$ cat config.mk
export PLATFORM = sky130hd
export DESIGN_NAME = fifo_rd_dwc
export DESIGN_NICKNAME = d
export VERILOG_FILES = /design/src/rtl/fifo_pkg.sv /design/src/rtl/fifo_rd_dwc.sv
export SDC_FILE = /design/constraint.sdc
export NUM_CORES = 1
export LEC_CHECK = 0
export ABC_AREA = 1
export CORE_ASPECT_RATIO = 0.75
export CORE_MARGIN = 1
export CORE_UTILIZATION = 50
export DETAILED_ROUTE_END_ITERATION = 10
export PLACE_DENSITY_LB_ADDON = 0.12
export SYNTH_ARGS = -nofsm -noshare
export SYNTH_HDL_FRONTEND = slang
export SYNTH_SLANG_ARGS = --single-unit
$ cat constraint.sdc
create_clock -name clk -period 3.35 [get_ports clk]
set_clock_uncertainty 0.05 [all_clocks]
set_input_delay 0.5025 -clock clk [delete_from_list [all_inputs] [get_ports clk]]
set_output_delay 0.5025 -clock clk [all_outputs]
set_load 0.005 [all_outputs]
$ cat src/rtl/fifo_pkg.sv
// Shared types and helpers for the sync_fifo / fifo_rd_dwc codebase slice.
package fifo_pkg;

  typedef enum logic {DWC_IDLE, DWC_SHIFT} dwc_state_t;

  // Counter/pointer width for n states, never narrower than one bit.
  function automatic int clog2_min1(input int n);
    int w;
    w = 1;
    while ((1 << w) < n) w++;
    return w;
  endfunction

endpackage

$ cat src/rtl/fifo_rd_dwc.sv
// Read-side width down-converter behind an FWFT sync_fifo: one word in, RATIO beats out.
// Define FIFO_RD_DWC_MSB_FIRST_EN for MSB-first beat order (default LSB-first).
module fifo_rd_dwc
  import fifo_pkg::*;
#(
  parameter int DATA_WIDTH = 16,
  parameter int OUT_WIDTH  = 4
) (
  input  logic                  clk,
  input  logic                  rst,
  input  logic                  fifo_empty,
  input  logic [DATA_WIDTH-1:0] fifo_rdata,
  output logic                  fifo_ren,
  output logic                  out_valid,
  output logic [OUT_WIDTH-1:0]  out_data,
  output logic                  out_last,
  input  logic                  out_ready,
  output logic                  busy
);

  localparam int RATIO = DATA_WIDTH / OUT_WIDTH;
  localparam int CW    = clog2_min1(RATIO);
  localparam logic [CW-1:0] PENULT_CNT = CW'(RATIO - 2);

  if ((DATA_WIDTH % OUT_WIDTH) != 0 || (DATA_WIDTH / OUT_WIDTH) < 2) begin : g_bad_cfg
    $error("fifo_rd_dwc: DATA_WIDTH must be a multiple of OUT_WIDTH with at least 2 beats");
  end

  dwc_state_t            state_q, state_d;
  logic [DATA_WIDTH-1:0] shreg_q, shreg_d;
  logic [CW-1:0]         beat_cnt_q, beat_cnt_d;
  logic                  out_last_q, out_last_d;
  logic                  xfer;

  // valid/ready: a beat moves on out_valid && out_ready; while out_valid is
  // high without ready, data and last hold and valid stays up (only rst drops it).
  assign out_valid = (state_q == DWC_SHIFT);
  assign busy      = (state_q == DWC_SHIFT);
  assign out_last  = out_last_q;
  assign xfer      = out_valid && out_ready;

  // Refill straight from the last beat's transfer keeps words back-to-back.
  assign fifo_ren = !rst && !fifo_empty && ((state_q == DWC_IDLE) || (xfer && out_last_q));

`ifdef FIFO_RD_DWC_MSB_FIRST_EN
  assign out_data = shreg_q[DATA_WIDTH-1 -: OUT_WIDTH];
`else
  assign out_data = shreg_q[OUT_WIDTH-1:0];
`endif

  always_comb begin
    state_d    = state_q;
    shreg_d    = shreg_q;
    beat_cnt_d = beat_cnt_q;
    out_last_d = out_last_q;
    if (fifo_ren) begin
      state_d    = DWC_SHIFT;
      shreg_d    = fifo_rdata;
      beat_cnt_d = '0;
      out_last_d = 1'b0;
    end else if (xfer) begin
      if (out_last_q) begin
        state_d    = DWC_IDLE;
        out_last_d = 1'b0;
      end else begin
        beat_cnt_d = beat_cnt_q + CW'(1);
        out_last_d = (beat_cnt_q == PENULT_CNT);
`ifdef FIFO_RD_DWC_MSB_FIRST_EN
        shreg_d    = shreg_q << OUT_WIDTH;
`else
        shreg_d    = shreg_q >> OUT_WIDTH;
`endif
      end
    end
  end

  always_ff @(posedge clk) begin
    if (rst) begin
      state_q    <= DWC_IDLE;
      shreg_q    <= '0;
      beat_cnt_q <= '0;
      out_last_q <= 1'b0;
    end else begin
      state_q    <= state_d;
      shreg_q    <= shreg_d;
      beat_cnt_q <= beat_cnt_d;
      out_last_q <= out_last_d;
    end
  end

endmodule

==> run_results.csv, run 1 <==
group,metric,value,unit
critical_path,cp.required,2.80,ns
cts,cts_resized,0,
grt,grt_pass1_vias,934,
detailed_routing,vias_per_cell,5.53,
critical_path,worstPathMaxFanout,14,
logic_synthesis,yosys.area.top_type,"dfxtp_1",
cts,cts_buffers,3,
cts,clock_path_buffers,2,
floorplan,die_area,0.00245,mm²
cts,clockRootBuffer,"clkbuf_4",
detailed_routing,drtIter0Drc,39,
sta,fin_tns_setup,0,ns
grt,grt.met3_usage,0.0579,
logic_synthesis,yosys-top-cells-area,"dfxtp_1 (35%), nand2_1 (11%), nand3_2 (9.8%)",
run_status,status,"finished, violations left",
detailed_routing,post-route-drc-count,2,
cts,cts.sinks,20,
sta,holdWs,0.433,ns
detailed_routing,antenna_left,0,
power,peakVddDrop,0.257,mV
critical_path,cp.arrival,2.00,ns
logic_synthesis,synth_nets,164,
run_status,failed_checks,"design-rule violations",
power,p_leak,0.523,nW
grt,grt_use_total,0.219,
sta,fin_crit_sh,0.761,
logic_synthesis,synth_area,0.00113,mm²
grt,grt_antenna_before_repair,0,
grt,grt_pass1_wl,4040,µm
sta,max_slew_margin,0.646,
logic_synthesis,synth_cell_type_count,23,
cells_and_area,fillers,188,
cts,postCtsSetupRepairBufs,0,
cells_and_area,finalInstanceArea,0.00138,mm²
cts,cts_hold_buffers,0,
floorplan,fp.dieW,56.9,µm
floorplan,start_util,0.546,
cells_and_area,utilization,0.669,
grt,met2_usage,0.352,
logic_synthesis,yosysWarnings,0,
logic_synthesis,synthCells,143,
sta,fmax,393,MHz
cts,clock_latency,0.30,ns
detailed_routing,dr.pass1.iters,7,
grt,top_usage_layer,"met2",
detailed_routing,post_drt_wl_per_cell,12.7,µm
place,dpl.hpwl,1620,µm
critical_path,cp-start-kind,"input pin",
cells_and_area,drive_gt1_frac,0.179,
critical_path,critical_path_class,"in -> out",
job,cap_violations,0,
detailed_routing,dr_total_vias,1028,
detailed_routing,wl,2370,µm
floorplan,io_pins,28,
sta,setup_viol,0,
critical_path,end_kind,"primary output",
floorplan,row_count,14,
logic_synthesis,synth_top_area_frac,0.355,
grt,grtUsageMet1,0.274,
grt,gr-total-overflow,0,
logic_synthesis,synth_area_per_cell,7.89,µm²
place,portBuffers,27,
cts,cts.clk_slew.worst_paths,0.10,ns
sta,rsz0062_at_grt,"false",
power,p_per_area,343,mW/mm²
place,place_area,0.00136,mm²
cts,htree_num_levels,1,
sta,hold_viol,0,
logic_synthesis,ys_seq_area_frac,0.355,
logic_synthesis,synth-seq-cells,20,
cells_and_area,diodes,0,
sta,worst_pin_slew,0.530,ns
floorplan,fp.dieH,43.1,µm
floorplan,core_area,0.00207,mm²
cells_and_area,area_growth,22.5,%
sta,slew_violations,0,
cts,cts_tree,"built",
cells_and_area,fin_nets,185,
grt,grt_max_degree,29,
sta,fin_crit,2.55,ns
place,gp_congestion,0.716,
worst_hold_path,min_path_type,"reg -> reg",
per-layer routing:
| metal | up-vias | wire length (µm) | part of all wire |
|---|---|---|---|
| li1 | 525 | - | - |
| met1 | 466 | 1120 | 0.47 |
| met3 | 4 | 137 | 0.058 |
| met5 | - | 0 | 0 |
| met4 | 0 | 33 | 0.014 |
| met2 | 33 | 1070 | 0.45 |
logic make-up after synthesis:
| family | count (synthesis) | share of synthesized area |
|---|---|---|
| and+or+nand+nor | 81 | 0.409 |
| AOI/OAI and AO/OA | 19 | 0.104 |
| adders and majority gates | 1 | 0.0111 |
| buffers and inverters | 21 | 0.113 |
| DFF | 20 | 0.355 |
| xor gates and xnor gates | 1 | 0.00776 |
cell usage after synthesis:
cell type   n
inv_1       3
o21ai_0     1
buf_8       1
nand2_1    34
xor2_1      1
nand3_1     6
buf_6       1
buf_1       1
buf_2       7
ha_1        1
nand4_1    12
nor2_1      3
nand3b_1   12
dfxtp_1    20
clkbuf_1    1
a21oi_1    12
nor3_1      1
buf_4       5
a21oi_2     6
nand3_2    11
inv_4       1
inv_2       1
nand2_2     2
area by class of cell:
class / count / area [µm²] / share of cell area
multi-input combinational: 102 / 601 / 0.434
tap: 24 / 30.0 / 0.0217
clock buffer: 3 / 22.5 / 0.0163
timing repair buffer: 32 / 308 / 0.223
sequential: 20 / 400 / 0.290
inverter: 5 / 21.3 / 0.0154
power breakdown:
part / switching, W / internal, W / total [W]
Combinational: 0.0000498 / 0.0000523 / 0.000102
Clock: 0.0000711 / 0.0000420 / 0.000113
Sequential: 0.00000784 / 0.000251 / 0.000259
Total: 0.000129 / 0.000345 / 0.000474
worst max-delay path, cell delays in order:
cell and delay [ns]:
clkdlybuf4s50_1 0.48, nand2_1 0.07, nand2_2 0.22, nand2_2 0.12
inv_4 0.10, clkdlybuf4s50_1 0.50
layout by cell type, fill, tap and decap left out, types with 5 or more instances in the layout:
cell type        Yosys  routed
nand3b_1            12      12
nand4_1             12      12
dfxtp_1             20      20
clkdlybuf4s50_1      0      27
nand3_1              6       6
nand2_1             34      34
buf_4                5       5
a21oi_1             12      12
nand3_2             11      11
a21oi_2              6       6
state kept, by name (all words and copies together), names as in the netlist:
| name | cells |
|---|---|
| shreg_q | 16 |
| beat_cnt_q | 2 |
| busy | 1 |
| out_last | 1 |
stage by stage:
stage                     cells  power, W  setup slack [ns]
after floorplan             143  0.000328              1.81
after global placement      183  0.000364             0.828
after detailed placement    183  0.000366             0.813
after CTS                   186  0.000482             0.806
after global routing        186  0.000501             0.717
final                       186  0.000474             0.802
path summary, 6_finish.rpt:
path	from	end	slack, ns	cells past startpoint
setup / recovery	out_ready	fifo_ren	0.80	6
hold / removal	shreg_q[15]$_SDFFE_PP0P_	shreg_q[15]$_SDFFE_PP0P_	0.43	2
setup reg to reg	busy$_SDFFE_PP0P_	beat_cnt_q[0]$_SDFFE_PP0P_	1.74	5
hold reg to reg	shreg_q[15]$_SDFFE_PP0P_	shreg_q[15]$_SDFFE_PP0P_	0.43	2
Note: power is estimated with default switching activity, not from simulation.
==> run 2, diff against run 1 <==
--- a/config.mk
+++ b/config.mk
@@ -8,7 +8,7 @@
 export ABC_AREA = 1
 export CORE_ASPECT_RATIO = 0.75
 export CORE_MARGIN = 1
-export CORE_UTILIZATION = 50
+export CORE_UTILIZATION = 48
 export DETAILED_ROUTE_END_ITERATION = 10
 export PLACE_DENSITY_LB_ADDON = 0.12
 export SYNTH_ARGS = -nofsm -noshare
==> constraint.sdc (replaced) <==
create_clock -name clk -period 2.35 [get_ports clk]
set_clock_uncertainty 0.05 [all_clocks]
set_input_delay 0.3525 -clock clk [delete_from_list [all_inputs] [get_ports clk]]
set_output_delay 0.3525 -clock clk [all_outputs]
set_load 0.005 [all_outputs]
==> run 2 against run 1 <==
Compared with the run above: largest power group unchanged; via count increased by 4.8%; clock power rose to 2.6 times the previous value; non-clock buffer count is 2 higher; sequential share of layout area shrank 0.91 points; power grew 72%; critical path depth is the same; the run still ends with design-rule violations left; core utilization grew 1.0 points; wire length is 13% higher; highest routed layer unchanged; largest cell class unchanged.
==> run_results.csv, run 2 (synthesis results as in run 1) <==
group,metric,value,unit
cts,cts_tree,"built",
cells_and_area,max_flop_register,"shreg_q",
place,portBuffers,27,
cts,htree_num_levels,1,
grt,grt_antenna_before_repair,0,
grt,grt_pass1_vias,987,
critical_path,critical_path_class,"in -> out",
run_status,failed_checks,"design-rule violations",
cells_and_area,final_cell_mix,"nand2_1 (34), clkdlybuf4s50_1 (27), dfxtp_1 (20)",
sta,slew_violations,0,
power,switchingPower,0.000208,W
cts,cts_hold_buffers,0,
critical_path,end_kind,"primary output",
cells_and_area,final_cell_count_no_fill,189,
cts,cts.sinks,20,
sta,worst_slack,0.292,ns
power,p_leak,0.546,nW
cells_and_area,diodes,0,
cells_and_area,finalInstanceArea,0.00143,mm²
place,gp_congestion,0.751,
cts,cts.clk_slew.worst_paths,0.12,ns
floorplan,fp.dieH,44.0,µm
critical_path,cp.required,1.95,ns
floorplan,core_area,0.00210,mm²
floorplan,fp.dieW,58.0,µm
worst_hold_path,min_path_type,"reg -> reg",
detailed_routing,drtIter0Drc,35,
sta,fin_crit_sh,0.876,
floorplan,start_util,0.537,
detailed_routing,dr_total_vias,1077,
cts,clock_path_buffers,2,
critical_path,worstPathMaxFanout,7,
cells_and_area,largest_register_ffs,16,
grt,gr-total-overflow,0,
sta,worst_pin_slew,0.392,ns
cells_and_area,drive_gt1_frac,0.194,
power,peakVddDrop,0.450,mV
grt,grt_max_degree,29,
detailed_routing,post-route-drc-count,1,
job,cap_violations,0,
cts,cts_resized,0,
floorplan,io_pins,28,
cts,postCtsSetupRepairBufs,0,
critical_path,cp.arrival,1.66,ns
detailed_routing,dr.pass1.iters,8,
detailed_routing,post_drt_wl_per_cell,14.1,µm
cells_and_area,biggestRegsByFlops,"shreg_q (16), beat_cnt_q (2)",
cells_and_area,area_growth,26.5,%
cells_and_area,final_common_cell,"nand2_1",
sta,fin_tns_setup,0,ns
cts,clockRootBuffer,"clkbuf_4",
grt,grt_pass1_wl,4460,µm
sta,setup_viol,0,
cts,cts_buffers,3,
cts,clock_latency,0.32,ns
grt,grt_use_total,0.232,
critical_path,cp-start-kind,"input pin",
power,comb_power_share,0.183,
run_status,status,"finished, violations left",
sta,rsz0062_at_grt,"false",
floorplan,row_count,14,
sta,max_slew_margin,0.738,
power,p_clk_frac,0.361,
place,placed_cells,185,
sta,fin_crit,2.06,ns
cells_and_area,fin_nets,187,
power,p_per_area,572,mW/mm²
power,swShare,0.255,
sta,fmax,486,MHz
place,place_ws,0.300,ns
floorplan,die_area,0.00255,mm²
detailed_routing,vias_per_cell,5.70,
detailed_routing,antenna_left,0,
place,place_area,0.00138,mm²
detailed_routing,wl,2660,µm
power,pwr-share-seq,0.457,
power,intPower,0.000608,W
sta,hold_viol,0,
place,dpl.hpwl,1740,µm
-- run 2: cell count changes in the layout (fill, tap and decap cells not counted), sizes merged --
| cell | previous run | this run |
|---|---|---|
| buf | 5 | 7 |
| bufinv | 0 | 1 |
-- run 2: power by group through the flow --
stage	registers (W)	clock network, W	logic, W
2_1_floorplan	0.000376	0	0.0000917
3_3_place_gp	0.000379	0	0.000144
3_5_place_dp	0.000380	0	0.000147
4_1_cts	0.000372	0.000296	0.000149
5_1_grt	0.000375	0.000311	0.000162
6_report	0.000373	0.000294	0.000149
-- run 2: per-stage QoR --
step	total power, W	utilization	hold slack, ns
3_3_place_gp	0.000523	0.654	0.416
4_1_cts	0.000817	0.679	0.437
6_report	0.000816	0.679	0.434
3_5_place_dp	0.000527	0.654	0.421
5_1_grt	0.000848	0.679	0.448
2_1_floorplan	0.000468	-	0.398
-- run 2: metal layers --
layer,wire length [µm],GRT usage,vias up
li1,-,-,526
met1,1220,0.291,506
met2,1250,0.377,36
met3,132,0.0627,9
met4,61,0.105,0
met5,0,0,-
-- run 2: layout make-up --
cell class	count	area (µm²)
clock buffer	3	22.5
tap	24	30.0
timing repair buffer	34	323
inverter	5	21.3
sequential	20	400
clock inverter	1	30.0
multi-input combinational	102	601
fill	188	674
-- run 2: final timing paths --
path / from / to / slack [ns] / depth (start not counted)
max: out_ready / fifo_ren / 0.29 / 6
min: shreg_q[12]$_SDFFE_PP0P_ / shreg_q[12]$_SDFFE_PP0P_ / 0.43 / 2
max reg2reg: busy$_SDFFE_PP0P_ / shreg_q[0]$_SDFFE_PP0P_ / 0.80 / 6
min reg2reg: shreg_q[12]$_SDFFE_PP0P_ / shreg_q[12]$_SDFFE_PP0P_ / 0.43 / 2
-- run 2: critical path, cell delays in order --
cell	delay, ns
clkdlybuf4s50_1	0.48
nand2_1	0.07
nand2_2	0.07
nand2_2	0.08
inv_4	0.10
clkdlybuf4s50_1	0.50
==> run 3, diff against run 2 <==
--- a/config.mk
+++ b/config.mk
@@ -7,7 +7,6 @@
 export LEC_CHECK = 0
 export ABC_AREA = 1
 export CORE_ASPECT_RATIO = 0.75
-export CORE_MARGIN = 1
 export CORE_UTILIZATION = 48
 export DETAILED_ROUTE_END_ITERATION = 10
 export PLACE_DENSITY_LB_ADDON = 0.12
==> results of run 3 <==
Final layout, timing and power as in run 2 (identical DEF).
